===== src/rtl/instr_sequencer.sv =====
// instr_sequencer: multi-cycle fetch/decode/execute/memory/writeback control FSM with memory timeout
module instr_sequencer #(
  parameter int MEM_TIMEOUT = 255
) (
  input  logic       clk,
  input  logic       rst_n,
  input  logic       run,
  input  logic [5:0] opcode,
  input  logic       mem_ready,
  input  logic       alu_done,
  input  logic       branch_cond,
  output logic       mem_req,
  output logic       mem_we,
  output logic       pc_inc,
  output logic       pc_load,
  output logic       ir_load,
  output logic       mdr_load,
  output logic       alu_start,
  output logic       reg_we,
  output logic       wb_sel,
  output logic [1:0] seu_sel,
  output logic       busy,
  output logic       halted,
  output logic       err
);
  typedef enum logic [2:0] {S_IDLE, S_FETCH, S_DECODE, S_EXEC, S_MEM, S_WB, S_HALT, S_ERROR} state_t;
  typedef enum logic [2:0] {C_RR, C_MUL, C_IMM, C_LD, C_ST, C_BR, C_HLT} cls_t;
  state_t     state_q, state_d, bnd;
  cls_t       cls_q, cls_d, dec_cls;
  logic [7:0] cnt_q, cnt_d;
  logic [1:0] seu_q, seu_d;
  logic       timeout;
  assign dec_cls = opcode == 6'h3f ? C_HLT :
                   opcode[5:4] == 2'b11 ? C_BR :
                   opcode[5:4] == 2'b10 ? (opcode[0] ? C_ST : C_LD) :
                   opcode[5:4] == 2'b01 ? C_IMM :
                   opcode[3] ? C_MUL : C_RR;
  assign bnd     = run ? S_FETCH : S_IDLE;
  assign timeout = !mem_ready && cnt_q == 8'(MEM_TIMEOUT - 1);
  assign seu_sel = seu_q;
  assign busy    = !(state_q inside {S_IDLE, S_HALT, S_ERROR});
  assign halted  = state_q == S_HALT;
  assign err     = state_q == S_ERROR;
  always_comb begin
    state_d   = state_q;
    cls_d     = cls_q;
    seu_d     = seu_q;
    cnt_d     = ((state_q == S_FETCH || state_q == S_MEM) && !mem_ready) ? cnt_q + 8'd1 : 8'd0;
    mem_req   = 1'b0;
    mem_we    = 1'b0;
    pc_inc    = 1'b0;
    pc_load   = 1'b0;
    ir_load   = 1'b0;
    mdr_load  = 1'b0;
    alu_start = 1'b0;
    reg_we    = 1'b0;
    wb_sel    = 1'b0;
    case (state_q)
      S_IDLE: state_d = bnd;
      S_FETCH: begin
        mem_req = 1'b1;
        ir_load = mem_ready;
        pc_inc  = mem_ready;
        state_d = mem_ready ? S_DECODE : timeout ? S_ERROR : S_FETCH;
      end
      S_DECODE: begin
        cls_d     = dec_cls;
        alu_start = dec_cls == C_MUL;
        seu_d     = dec_cls == C_IMM ? {1'b0, opcode[0]} :
                    (dec_cls == C_LD || dec_cls == C_ST) ? 2'b10 :
                    dec_cls == C_BR ? 2'b11 : seu_q;
        state_d   = dec_cls == C_HLT ? S_HALT : S_EXEC;
      end
      S_EXEC: begin
        pc_load = cls_q == C_BR && branch_cond;
        state_d = cls_q == C_BR ? bnd :
                  (cls_q == C_LD || cls_q == C_ST) ? S_MEM :
                  (cls_q != C_MUL || alu_done) ? S_WB : S_EXEC;
      end
      S_MEM: begin
        mem_req  = 1'b1;
        mem_we   = cls_q == C_ST;
        mdr_load = mem_ready && cls_q == C_LD;
        state_d  = mem_ready ? (cls_q == C_LD ? S_WB : bnd) : timeout ? S_ERROR : S_MEM;
      end
      S_WB: begin
        reg_we  = 1'b1;
        wb_sel  = cls_q == C_LD;
        state_d = bnd;
      end
      default: state_d = state_q;
    endcase
  end
  always_ff @(posedge clk or negedge rst_n) begin
    if (!rst_n) begin
      state_q <= S_IDLE;
      cls_q   <= C_RR;
      cnt_q   <= 8'd0;
      seu_q   <= 2'b00;
    end else begin
      state_q <= state_d;
      cls_q   <= cls_d;
      cnt_q   <= cnt_d;
      seu_q   <= seu_d;
    end
  end
endmodule


===== config.mk =====
export PLATFORM = sky130hd
export DESIGN_NAME = instr_sequencer
export DESIGN_NICKNAME = d
export VERILOG_FILES = /design/src/rtl/instr_sequencer.sv
export SDC_FILE = /design/constraint.sdc
export NUM_CORES = 1
export LEC_CHECK = 0
export ABC_CLOCK_PERIOD_IN_PS = 2750
export BUFFER_PORTS_ARGS = -buffer_cell sky130_fd_sc_hd__clkbuf_2
export CELL_PAD_IN_SITES_DETAIL_PLACEMENT = 0
export CELL_PAD_IN_SITES_GLOBAL_PLACEMENT = 1
export CORE_ASPECT_RATIO = 0.8
export CORE_UTILIZATION = 35
export DETAILED_ROUTE_END_ITERATION = 12
export GPL_ROUTABILITY_DRIVEN = 0
export GPL_TIMING_DRIVEN = 0
export PLACE_DENSITY = 0.77
export SYNTH_ARGS = -nofsm -noshare
export SYNTH_HDL_FRONTEND = slang
export SYNTH_SLANG_ARGS = --single-unit

===== constraint.sdc =====
create_clock -name clk -period 2.75 [get_ports clk]
set_input_delay 0.825 -clock clk [delete_from_list [all_inputs] [get_ports clk]]
set_output_delay 0.825 -clock clk [all_outputs]
set_load 0.1 [all_outputs]

**After elaboration in Yosys (flattened, before gate mapping)**

Index checks and enable logic that the tools add are counted.

- Add/subtract/negate cells: 1
- Reduce and logical (&&, ||, !) cells: 17
- Equal/unequal tests: 22
- Multiplexer cells: 29

Operators with widths:

| operator | count |
|---|---|
| 2-to-1 mux 3 bit | 12 |
| equality test 3 bit (second input constant) | 9 |
| equality test 3 x 2 -> 1 bit (second input constant) | 5 |
| case mux 3 bit (5 select lines) | 1 |
| 2-to-1 mux 1 bit | 10 |
| 2-to-1 mux 2 bit | 5 |
| adder 8 x 1 -> 8 bit (second input constant) | 1 |
| equality test 8 bit (second input constant) | 1 |
| 2-to-1 mux 8 bit | 1 |
| equality test 3 x 1 -> 1 bit (second input constant) | 2 |
| equality test 6 bit (second input constant) | 1 |
| nonzero test 3 bit | 2 |
| nonzero test 5 bit | 1 |
| equality test 2 bit (second input constant) | 2 |
| logical AND 1 bit | 4 |
| logical OR 1 bit | 4 |
| OR reduction 2 bit | 2 |
| logical NOT 3 bit | 1 |
| inequality test 3 x 1 -> 1 bit (second input constant) | 1 |
| equality test 2 x 1 -> 1 bit (second input constant) | 1 |
| logical NOT 1 bit | 2 |
| AND reduction 2 bit | 1 |

- Input port bits: 12
- Flip-flop bits (word level): 16
- Word-level logic and storage cells: 73
- Output and inout bits: 14

**Depth between registers and ports, before layout**

- Depth after elaboration: 9
- Depth in mapped cells: 6
- Mapped depth without buffers: 6

**Least setup slack after synthesis**

OpenSTA, ideal clock, no wires.

- Kind: in2out
- Start: input mem_ready
- End: output mdr_load
- Setup slack: -1.895 ns
- Stages on the path: 2
- Data arrival time: 3.820 ns
- Required time: 1.925 ns
- Buffers on the path: 0
- Cells stage by stage: inv_1 -> nor4_1

- Cells in the longest elaborated chain, start to end: 2

RTL lines:

| what | RTL line | text |
|---|---|---|
| start, declared | 9 | `input logic mem_ready,` |
| logical AND 1 bit | 83 | `mdr_load = mem_ready && cls_q == C_LD;` |
| 2-to-1 mux 1 bit | 58 | `case (state_q)` |
| end, declared | 17 | `output logic mdr_load,` |

No other way between the ends.

**Final worst setup path**

Ends and elaborated chain as after synthesis.

==> metrics.md <==
| Metric | Value |
|---|---|
| Status | `complete, no violations` |
| Placed cells | `188` |
| Hold Crit Class | `input pin to asynchronous set/reset pin` |
| Synth top cells by count | `16 x dfrtp_1, 16 x nor2_1, 10 x a21oi_1` |
| Slew margin rel. | `0.637` |
| Setup-failing EPs final | `0` |
| Post-route ant nets | `0` |
| Final slew viol count | `0` |
| Chip Width | `roughly 64 um` |
| Pwr Density | `about 340 nW/um^2` |
| Nets | `169` |
| RSZ-0062 raised after global routing | `no` |
| Vias | `just under 1000` |
| Power, Total | `approximately 480 uW` |
| Post-DR wirelength/cell | `13.1 um` |
| Tightest Pin Transition | `0.547 ns` |
| Starting Density | `0.381` |
| Synth area leaders | `dfrtp_1 37%, nor2_1 5.5%, a21oi_1 4.6%, nand3_1 2.7%, nand2_1 2.7%` |
| GR met3 Demand/Resource | `0.0373` |
| First-pass GRT wire length | `~4100 um` |
| FF-to-FF path depth | `4` |
| Startpoint types | `input pin` |
| Hold Slack | `approximately 0.5 ns` |
| Critical path origin | `mem_ready` |
| Crit path time final | `2.69 ns` |
| Cells after Synth | `between 100 and 150` |
| Crit end category | `output pin` |
| Final setup margin | `0.0619 ns` |
| Post-synth EDFFs | `0` |
| Yosys top cell area share | `0.366` |
| Clock root buffer | `clkbuf_8` |
| H-tree depth | `1` |
| Clock sink count | `16` |
| Yosys warns | `0` |
| CTS buffer count | `3` |
| Maxcap violations | `0` |
| Global route overflow | `0` |
| R2R Setup Slk | `approximately 1.2 ns` |
| Row count | `17` |
| WP data required | `1.93 ns` |
| Clock-pin slew on the worst setup and hold paths | `0.07 ns` |
| TNS Setup | `0 ns` |
| Reg2reg start | `state_q[0]` |
| Mean post-synth cell area | `8.61 sq um` |
| Async SR Flop Fraction | `1.00` |
| Io pins | `26` |
| Iter 0 DRT Violations | `48` |
| Critical R2R Capture | `state_q[0]` |
| #FFs+latches synth | `16` |
| Worst-Skew Late Latency | `about 0.25 ns` |
| Vias in the first global route | `between 900 and 1000` |
| Fin. Hold Viols | `0` |
| Total track usage | `0.162` |
| Met2 Usage GRT | `0.249` |
| Largest net degree at the start of global routing | `17` |
| Port bufs | `23` |
| Final worst-path cycle share | `0.978` |
| Core ar. | `around 2900 sq um` |
| Crit path to | `mdr_load` |
| Mapped Area | `1090 sq um` |
| Share of layout cells above drive strength 1 | `0.318` |
| Worst path arrival time | `1.86 ns` |
| Worst-path fanout max | `5` |
| Syn_nets | `roughly 140` |
| Synth area leader | `dfrtp_1` |
| # diodes | `0` |
| CTS Hold Bufs | `0` |
| Antenna violations before repair | `0` |
| Final WL | `about 2500 um` |
| Vias per cell | `roughly 5.1` |
| Achievable clock frequency | `372 MHz` |
| Crit Path Category | `input pin to output pin` |
| Post-synthesis sequential area ratio | `0.366` |
| Die H | `52.0 um` |
| Cell variety after synth | `46` |
| Max VDD drop | `about 0.25 mV` |
| Fin Clk Skew | `between 0.005 and 0.006 ns` |
| Area delta synth->final | `28.0%` |
| Pre-Repair DR Iteration Count | `4` |
| Post-detail-place hpwl | `between 1500 and 2000 um` |
| M1 GR Usage | `0.225` |
| CTS Buffer Depth | `2` |
| Main synth FF type | `dfrtp_1` |
| TritonCTS clock tree | `done` |
| Number of setup buffers added after CTS | `0` |
| Total die area | `roughly 3400 sq um` |
| Leakage power total | `~0.62 nW` |
| Fin cells | `about 190` |
| Remaining DRCs | `0` |
| Post-Place Setup Slack | `about 0.065 ns` |
| Top Usage Layer GRT | `met2` |
critical path, cell delays in order:
cell and delay [ns]:
clkbuf_2 0.13, inv_1 0.10, nor4_2 0.30, clkbuf_2 0.50
registers in the layout, indices dropped and copies added (netlist names):
name / count
cnt_q: 8
cls_q: 3
state_q: 3
seu_sel: 2
layout by cell type, fill, tap and decap left out, types with 2 or more instances in the layout:
cell,count
clkbuf_2,22
dfrtp_1,16
nor2_1,15
nand2_1,8
a21oi_1,8
nand3_1,6
o21ai_0,5
inv_1,4
buf_4,4
clkbuf_8,4
nand2b_1,3
xor2_1,3
xnor2_1,3
nor3_1,3
o22ai_1,3
o21ai_1,3
a21oi_2,2
buf_6,2
or3_1,2
nor3_4,2
nor2b_1,2
a31oi_1,2
ha_1,2
cell type report:
type / count / area, sq um
repair buffers: 23 / 118
multi-input cells: 97 / 674
fillers: 280 / 1470
plain buffers: 8 / 82.6
inverters: 6 / 22.5
flip-flops and latches: 16 / 400
well taps: 38 / 47.5
clock buffers: 4 / 55.1
metal layers:
| layer | vias up | part of all wire |
|---|---|---|
| met5 | - | 0 |
| met1 | 460 | 0.52 |
| met2 | 22 | 0.44 |
| met3 | 2 | 0.041 |
| li1 | 502 | - |
| met4 | 0 | 0.0032 |
cells by family (layout without fill, tap and decap cells):
group	count (synthesis)	in the layout	share of synthesized area
xor+xnor	6	6	0.0481
fa+ha+maj	2	2	0.0229
flops	16	16	0.366
buf+inv	14	41	0.0732
simple gates	59	59	0.324
compound gates	30	30	0.166
through the flow:
step	instance area (sq um)	util
finish	1400	0.488
global route	1400	0.488
CTS	1400	0.488
detailed placement	1340	0.468
global placement	1340	0.468
floorplan	1180	-
worst min path at each step:
stage              from        to  slack, ns  cells after the start
2_1_floorplan  cnt_q[0]  cnt_q[0]       0.48                      1
3_3_place_gp   cnt_q[0]  cnt_q[0]       0.50                      1
3_5_place_dp   cnt_q[0]  cnt_q[0]       0.51                      1
4_1_cts           rst_n  cnt_q[4]       0.50                      1
5_1_grt           rst_n  cnt_q[1]       0.51                      1
6_report          rst_n  cnt_q[4]       0.49                      1
repair_timing:
item	CTS	global route
pin swaps	0	0
endpoints found under the setup margin	1	1
resized for setup	1	1
power breakdown:
part / internal, mW / leakage (nW) / switching (mW) / total, mW
clock network: 0.127 / 0.0288 / 0.0820 / 0.209
logic: 0.0134 / 0.394 / 0.0192 / 0.0326
registers: 0.235 / 0.198 / 0 / 0.235
total: 0.376 / 0.620 / 0.101 / 0.477
Note: power is estimated with default switching activity, not from simulation.
